File: src/rtl/vend_pkg.sv
// Shared types and default timing for the vending FSM and its dispense stage.
package vend_pkg;

  localparam int CHG_W         = 3;
  localparam int MOTOR_CYCLES  = 4;
  localparam int PULSE_CYCLES  = 2;
  localparam int GAP_CYCLES    = 2;
  localparam int SENSE_TIMEOUT = 8;
  localparam int TMR_W         = 8;

  typedef enum logic [2:0] {
    IDLE,
    MOTOR,
    EJECT,
    WAIT_SENSE,
    GAP,
    DONE,
    FAULT
  } vend_state_e;

endpackage

File: src/rtl/vend_phase_timer.sv
// Loadable down-counter with a zero flag; one instance times every dispense phase.
module vend_phase_timer #(
  parameter int W = 8
) (
  input  logic         clk,
  input  logic         rst,
  input  logic         load,
  input  logic [W-1:0] load_val,
  output logic         zero
);

  logic [W-1:0] cnt;

  always_ff @(posedge clk or negedge rst) begin
    if (!rst) begin
      cnt <= '0;
    end else if (load) begin
      cnt <= load_val;
    end else if (cnt != '0) begin
      cnt <= cnt - 1'b1;
    end
  end

  assign zero = (cnt == '0);

endmodule

File: src/rtl/vend_dispense_ctrl.sv
// Dispense sequencer: motor run, then coin-by-coin eject with sensor confirmation.
// Optional VEND_DISPENSE_RETRY_EN: one extra eject pulse per coin before faulting.
module vend_dispense_ctrl #(
  parameter int MOTOR_CYCLES  = vend_pkg::MOTOR_CYCLES,
  parameter int PULSE_CYCLES  = vend_pkg::PULSE_CYCLES,
  parameter int GAP_CYCLES    = vend_pkg::GAP_CYCLES,
  parameter int SENSE_TIMEOUT = vend_pkg::SENSE_TIMEOUT,
  parameter int CHG_W         = vend_pkg::CHG_W
) (
  input  logic             clk,
  input  logic             rst,
  input  logic             vend,
  input  logic [CHG_W-1:0] change,
  input  logic             coin_sense,
  input  logic             fault_clr,
  output logic             motor_on,
  output logic             coin_eject,
  output logic             busy,
  output logic             done,
  output logic             fault,
  output logic [CHG_W-1:0] coins_left
);

  import vend_pkg::*;

  vend_state_e      state, state_nxt;
  logic [CHG_W-1:0] coins_nxt;
  logic             tmr_load, tmr_zero;
  logic [TMR_W-1:0] tmr_val;
`ifdef VEND_DISPENSE_RETRY_EN
  logic             retry, retry_nxt;
`endif

  always_comb begin
    state_nxt = state;
    coins_nxt = coins_left;
`ifdef VEND_DISPENSE_RETRY_EN
    retry_nxt = retry;
`endif
    case (state)
      IDLE: begin
`ifdef VEND_DISPENSE_RETRY_EN
        retry_nxt = 1'b0;
`endif
        if (vend) begin
          state_nxt = MOTOR;
          coins_nxt = change;
        end
      end
      MOTOR:      if (tmr_zero) state_nxt = (coins_left == '0) ? DONE : EJECT;
      EJECT:      if (tmr_zero) state_nxt = WAIT_SENSE;
      WAIT_SENSE: begin
        if (coin_sense) begin
          coins_nxt = (coins_left == '0) ? '0 : coins_left - 1'b1;
          state_nxt = (coins_left <= CHG_W'(1)) ? DONE : GAP;
`ifdef VEND_DISPENSE_RETRY_EN
          retry_nxt = 1'b0;
`endif
        end else if (tmr_zero) begin
`ifdef VEND_DISPENSE_RETRY_EN
          // First miss on this coin gets one more pulse; the second one faults.
          if (!retry) begin
            retry_nxt = 1'b1;
            state_nxt = EJECT;
          end else begin
            state_nxt = FAULT;
          end
`else
          state_nxt = FAULT;
`endif
        end
      end
      GAP:  if (tmr_zero) state_nxt = EJECT;
      DONE: state_nxt = IDLE;
      FAULT: begin
        if (fault_clr) begin
          state_nxt = IDLE;
          coins_nxt = '0;
        end
      end
      default: state_nxt = IDLE;
    endcase
  end

  // Every state change reloads the timer with the length of the phase being entered.
  always_comb begin
    tmr_load = (state_nxt != state);
    case (state_nxt)
      MOTOR:      tmr_val = TMR_W'(MOTOR_CYCLES - 1);
      EJECT:      tmr_val = TMR_W'(PULSE_CYCLES - 1);
      WAIT_SENSE: tmr_val = TMR_W'(SENSE_TIMEOUT - 1);
      GAP:        tmr_val = TMR_W'(GAP_CYCLES - 1);
      default:    tmr_val = '0;
    endcase
  end

  vend_phase_timer #(.W(TMR_W)) u_timer (
    .clk      (clk),
    .rst      (rst),
    .load     (tmr_load),
    .load_val (tmr_val),
    .zero     (tmr_zero)
  );

  always_ff @(posedge clk or negedge rst) begin
    if (!rst) begin
      state      <= IDLE;
      coins_left <= '0;
      motor_on   <= 1'b0;
      coin_eject <= 1'b0;
      busy       <= 1'b0;
      done       <= 1'b0;
      fault      <= 1'b0;
`ifdef VEND_DISPENSE_RETRY_EN
      retry      <= 1'b0;
`endif
    end else begin
      state      <= state_nxt;
      coins_left <= coins_nxt;
      motor_on   <= (state_nxt == MOTOR);
      coin_eject <= (state_nxt == EJECT);
      busy       <= (state_nxt != IDLE);
      done       <= (state_nxt == DONE);
      fault      <= (state_nxt == FAULT);
`ifdef VEND_DISPENSE_RETRY_EN
      retry      <= retry_nxt;
`endif
    end
  end

endmodule
File: config.mk
export PLATFORM = sky130hd
export DESIGN_NAME = vend_dispense_ctrl
export DESIGN_NICKNAME = d
export VERILOG_FILES = /design/src/rtl/vend_pkg.sv /design/src/rtl/vend_phase_timer.sv /design/src/rtl/vend_dispense_ctrl.sv
export SDC_FILE = /design/constraint.sdc
export NUM_CORES = 1
export LEC_CHECK = 0
export ABC_AREA = 1
export CAP_MARGIN = 20
export CORE_ASPECT_RATIO = 0.8
export CORE_UTILIZATION = 35
export CTS_CLUSTER_DIAMETER = 40
export DETAILED_ROUTE_END_ITERATION = 10
export PLACE_DENSITY = 0.62
export SLEW_MARGIN = 20
export SYNTH_ARGS = -nofsm -noshare
export SYNTH_HDL_FRONTEND = slang
export SYNTH_SLANG_ARGS = --single-unit
File: constraint.sdc
create_clock -name clk -period 2.4 [get_ports clk]
set_input_delay 0.24 -clock clk [delete_from_list [all_inputs] [get_ports clk]]
set_output_delay 0.24 -clock clk [all_outputs]
set_load 0.02 [all_outputs]
==> tab_implementation.tex <==
\begin{tabular}{lr}
\hline
Metric & Value \\
\hline
\multicolumn{2}{l}{\textbf{Global route}} \\
\quad Via count of the first global-routing pass & 1,031 \\
\quad Antenna violations before repair & 0 \\
\quad Grt ovf & 0 \\
\quad Overall track demand over capacity in global routing & 0.142 \\
\quad Pin count of the biggest net entering global routing & 20 \\
\quad Wire length of the first global-routing pass & 4430 um \\
\multicolumn{2}{l}{\textbf{Detailed routing}} \\
\quad Vias per cell & 4.77 \\
\quad Routed vias & 1,054 \\
\quad Average wire length per cell after detail routing & 11.4 um \\
\quad Number of violations reported at the end of detailed-routing iteration 0 & 47 \\
\quad Router iterations before antenna repair & 4 \\
\quad Number of remaining DRC errors & 0 \\
\quad Sum of routed wire length over all layers & 2520 um \\
\quad Detail Route Antenna Nets & 0 \\
\multicolumn{2}{l}{\textbf{Layout}} \\
\quad Final Instance Count excl. Fillers & 221 \\
\quad Layout cells sized above 1 & 0.240 \\
\quad Number of fill cells & 335 \\
\quad Antenna cell count & 0 \\
\quad Area Overhead vs Synth & 19.0\% \\
\quad Number of nets at the end of the flow & 190 \\
\multicolumn{2}{l}{\textbf{Clock network}} \\
\quad Clock-pin slew on the worst setup and hold paths & 0.07 ns \\
\quad TritonCTS clock tree & built \\
\quad Quantity of gates resized following cts & 0 \\
\quad Clock sink count & 19 \\
\quad Number of buffers created by CTS & 3 \\
\quad Bufs on Longest Clock Path & 2 \\
\quad Clock latency on the worst-skew pair & 0.25 ns \\
\quad Max H-tree Level & 1 \\
\quad Number of buffers added for setup after CTS & 0 \\
\quad Count of hold buffers inserted by post-cts repair & 0 \\
\quad Buffer type at the clock tree root & sky130\_fd\_sc\_hd\_\_clkbuf\_8 \\
\multicolumn{2}{l}{\textbf{Synth}} \\
\quad Count of unique library cells instantiated by Yosys & 25 \\
\quad Mapped Cells & 160 \\
\quad Synthesized netlist net count & 170 \\
\quad Xor and xnor fraction of the mapped netlist area & 0.0275 \\
\quad Multiplexer share of the synthesized area & 0 \\
\quad Total number of yosys warnings & 0 \\
\quad Sequential cell area fraction in the yosys report & 0.374 \\
\quad Compound-gate portion of the synthesized area & 0.0678 \\
\quad Cell Area, Synth & 1270 um\^{}2 \\
\quad Adder and majority cell fraction of the synthesized area & 0.0197 \\
\quad Register bit total from synthesis & 19 \\
\quad Simple-Gate Fraction of Synth Area & 0.426 \\
\quad Combinational family with the most area after synthesis & simple AND/OR/NAND/NOR gates \\
\quad Avg Synthesized Cell Area & 7.95 um\^{}2 \\
\multicolumn{2}{l}{\textbf{Setup path}} \\
\quad Kind of capture point of the worst setup path & flip-flop \\
\quad Critical path class & flip-flop to flip-flop \\
\quad Peak fanout along the critical path & 7 \\
\quad Startpoint of the worst register-to-register path & u\_timer.cnt[0]\$\_DFFE\_PN0P\_ \\
\quad R2r endpoint & u\_timer.cnt[0]\$\_DFFE\_PN0P\_ \\
\quad CP Data Required Time & 2.60 ns \\
\quad Arrival @ worst endpoint & 2.02 ns \\
\quad Setup slack, reg-to-reg & 0.58 ns \\
\quad Depth of the most critical reg-to-reg path & 14 \\
\quad Worst setup SP type & flip-flop \\
\multicolumn{2}{l}{\textbf{Outcome}} \\
\quad Outcome & complete, no violations \\
\multicolumn{2}{l}{\textbf{Placement}} \\
\quad Last weighted congestion value of the routability-driven placer & 0.892 \\
\quad Cell count after placement & 217 \\
\quad DP Wirelength & 1990 um \\
\quad Buffers added on ports & 15 \\
\multicolumn{2}{l}{\textbf{Pwr}} \\
\quad Portion of total power attributed to the clock network & 0.106 \\
\quad Net switching power of the design & 0.00103 W \\
\quad Share of power burned in combinational logic & 0.623 \\
\quad P\_leak & 0.752 nW \\
\quad Total power per unit cell area & 1380 nW/um\^{}2 \\
\quad Internal Power & 0.00106 W \\
\quad Part of the total power dissipated in sequential elements & 0.271 \\
\quad Maximum vdd drop & 0.000597 V \\
\quad Switching share of power & 0.494 \\
\multicolumn{2}{l}{\textbf{Timing}} \\
\quad Setup Viol. Count Final & 0 \\
\quad Worst slew margin relative to its limit & 0.719 \\
\quad Final-report max-slew violation count & 0 \\
\quad Final Cycle Share & 0.759 \\
\quad Max Freq & 549 MHz \\
\quad Worst clock skew & 0.00480 ns \\
\quad Post-Route Setup TNS & 0 ns \\
\quad Final hold violations & 0 \\
\quad Final critical path time including I/O delays and setup & 1.82 ns \\
\quad Unrepaired setup endpoints after global routing & no \\
\quad Worst Max-Slew Pin Slew & 0.421 ns \\
\multicolumn{2}{l}{\textbf{Floorplan}} \\
\quad Die Width & 69.4 um \\
\quad Total Die Area & 3880 um\^{}2 \\
\quad Row count & 19 \\
\quad Vert. Die Dim & 55.9 um \\
\quad Placeable Area & 3450 um\^{}2 \\
\quad Initial cell density of the core & 0.369 \\
\quad Number of primary I/O pins & 16 \\
\multicolumn{2}{l}{\textbf{Worst hold path}} \\
\quad HP Class & primary input to asynchronous set/reset pin \\
\multicolumn{2}{l}{\textbf{Job}} \\
\quad MaxCap Viol Count & 0 \\
\hline
\end{tabular}
## per-layer routing
layer	wire length (um)	vias up	track usage	share of wire
met5	0	-	0	0
met4	40	0	0.0379	0.016
met3	71	4	0.0326	0.028
met2	1140	19	0.240	0.45
met1	1270	484	0.184	0.50
li1	-	547	-	-
## worst max-delay path: stages (launching register included)
cell and delay (ns):
sky130_fd_sc_hd__dfrtp_1 0.39, sky130_fd_sc_hd__inv_1 0.11, sky130_fd_sc_hd__ha_1 0.17, sky130_fd_sc_hd__nand2_2 0.07, sky130_fd_sc_hd__nor2_2 0.26, sky130_fd_sc_hd__nand2_1 0.13
sky130_fd_sc_hd__nand2_2 0.11, sky130_fd_sc_hd__nor2_4 0.05, sky130_fd_sc_hd__nand2_4 0.07, sky130_fd_sc_hd__nand2_4 0.05, sky130_fd_sc_hd__nand2_4 0.11, sky130_fd_sc_hd__nand2_4 0.09
sky130_fd_sc_hd__nand2_1 0.07, sky130_fd_sc_hd__nand2_1 0.04, sky130_fd_sc_hd__inv_1 0.04
## sequential cells by signal, summed over array words and instances, names as in the netlist
register,cells
u_timer.cnt,8
motor_on,1
fault,1
coin_eject,1
state,3
busy,1
coins_left,3
done,1
## layout make-up
| type | count | area [um^2] | share of cell area |
|---|---|---|---|
| clock buffer | 3 | 41.3 | 0.0273 |
| clock inverter | 1 | 5.00 | 0.00331 |
| inverter | 23 | 86.3 | 0.0570 |
| multi-input combinational | 116 | 688 | 0.455 |
| sequential | 19 | 475 | 0.314 |
| tap | 42 | 52.6 | 0.0347 |
| timing repair buffer | 17 | 165 | 0.109 |
## cells in the final DEF (no fill, tap or decap), drive strengths merged
cell type and n:
o311ai 1, inv 23, clkdlybuf4s50 15, clkbuf 3, a21oi 6, clkinv 1
xnor2 2, dfrtp 19, nand3 16, o211ai 1, xor2 2, ha 2
buf 2, nor3 6, nor2 34, nand4 4, nand2 36, o21ai 5
or2 1
## cell usage after synthesis
| cell type | number | area [um^2] |
|---|---|---|
| sky130_fd_sc_hd__nand2_1 | 22 | 82.6 |
| sky130_fd_sc_hd__o211ai_1 | 1 | 7.51 |
| sky130_fd_sc_hd__a21oi_2 | 1 | 8.76 |
| sky130_fd_sc_hd__ha_1 | 2 | 25.0 |
| sky130_fd_sc_hd__nand3_1 | 12 | 60.1 |
| sky130_fd_sc_hd__nor3_2 | 2 | 20.0 |
| sky130_fd_sc_hd__inv_1 | 19 | 71.3 |
| sky130_fd_sc_hd__nor3_1 | 4 | 20.0 |
| sky130_fd_sc_hd__or2_1 | 1 | 6.26 |
| sky130_fd_sc_hd__a21oi_4 | 1 | 16.3 |
| sky130_fd_sc_hd__xnor2_1 | 2 | 17.5 |
| sky130_fd_sc_hd__nor2_2 | 8 | 50.1 |
| sky130_fd_sc_hd__nor2_4 | 3 | 33.8 |
| sky130_fd_sc_hd__inv_2 | 4 | 15.0 |
| sky130_fd_sc_hd__nand2_2 | 8 | 50.1 |
| sky130_fd_sc_hd__xor2_1 | 2 | 17.5 |
| sky130_fd_sc_hd__dfrtp_1 | 19 | 475 |
| sky130_fd_sc_hd__buf_6 | 2 | 22.5 |
| sky130_fd_sc_hd__a21oi_1 | 4 | 20.0 |
| sky130_fd_sc_hd__nand3_2 | 4 | 40.0 |
| sky130_fd_sc_hd__o21ai_0 | 5 | 25.0 |
| sky130_fd_sc_hd__nand2_4 | 6 | 67.6 |
| sky130_fd_sc_hd__nand4_1 | 4 | 25.0 |
| sky130_fd_sc_hd__o311ai_0 | 1 | 8.76 |
| sky130_fd_sc_hd__nor2_1 | 23 | 86.3 |
## kinds of logic (layout without fill, tap and decap cells)
kind of cell,after synthesis,after routing
flops,19,19
buf+inv,25,44
fa+ha+maj,2,2
compound gates,13,13
simple gates,97,97
xor+xnor,4,4
## power groups by stage
| stage | Combinational (W) | Sequential (W) | Clock [W] |
|---|---|---|---|
| 2_1_floorplan | 0.000994 | 0.000592 | 0 |
| 3_3_place_gp | 0.00130 | 0.000566 | 0 |
| 3_5_place_dp | 0.00131 | 0.000567 | 0 |
| 4_1_cts | 0.00131 | 0.000563 | 0.000236 |
| 5_1_grt | 0.00147 | 0.000581 | 0.000247 |
| 6_report | 0.00130 | 0.000565 | 0.000222 |
## stage by stage
stage | hold WS [ns] | instance area, um^2 | power, W | util | setup WS [ns]
floorplan | -0.0556 | 1270 | 0.00159 | - | 0.762
global placement | 0.528 | 1470 | 0.00186 | 0.426 | 0.597
detailed placement | 0.530 | 1470 | 0.00187 | 0.426 | 0.588
CTS | 0.324 | 1510 | 0.00211 | 0.439 | 0.561
global route | 0.355 | 1510 | 0.00229 | 0.439 | 0.360
finish | 0.319 | 1510 | 0.00209 | 0.439 | 0.579
## how the worst max path moves through the flow
stage | from | endpoint | slack, ns | depth (start not counted)
2_1_floorplan | u_timer.cnt[0]$_DFFE_PN0P_ | u_timer.cnt[0]$_DFFE_PN0P_ | 0.76 | 12
3_3_place_gp | u_timer.cnt[0]$_DFFE_PN0P_ | u_timer.cnt[0]$_DFFE_PN0P_ | 0.60 | 11
3_5_place_dp | u_timer.cnt[0]$_DFFE_PN0P_ | u_timer.cnt[0]$_DFFE_PN0P_ | 0.59 | 15
4_1_cts | u_timer.cnt[0]$_DFFE_PN0P_ | u_timer.cnt[0]$_DFFE_PN0P_ | 0.56 | 15
5_1_grt | u_timer.cnt[0]$_DFFE_PN0P_ | u_timer.cnt[0]$_DFFE_PN0P_ | 0.36 | 15
6_report | u_timer.cnt[0]$_DFFE_PN0P_ | u_timer.cnt[0]$_DFFE_PN0P_ | 0.58 | 14
Power figures use the tool's default switching activity.
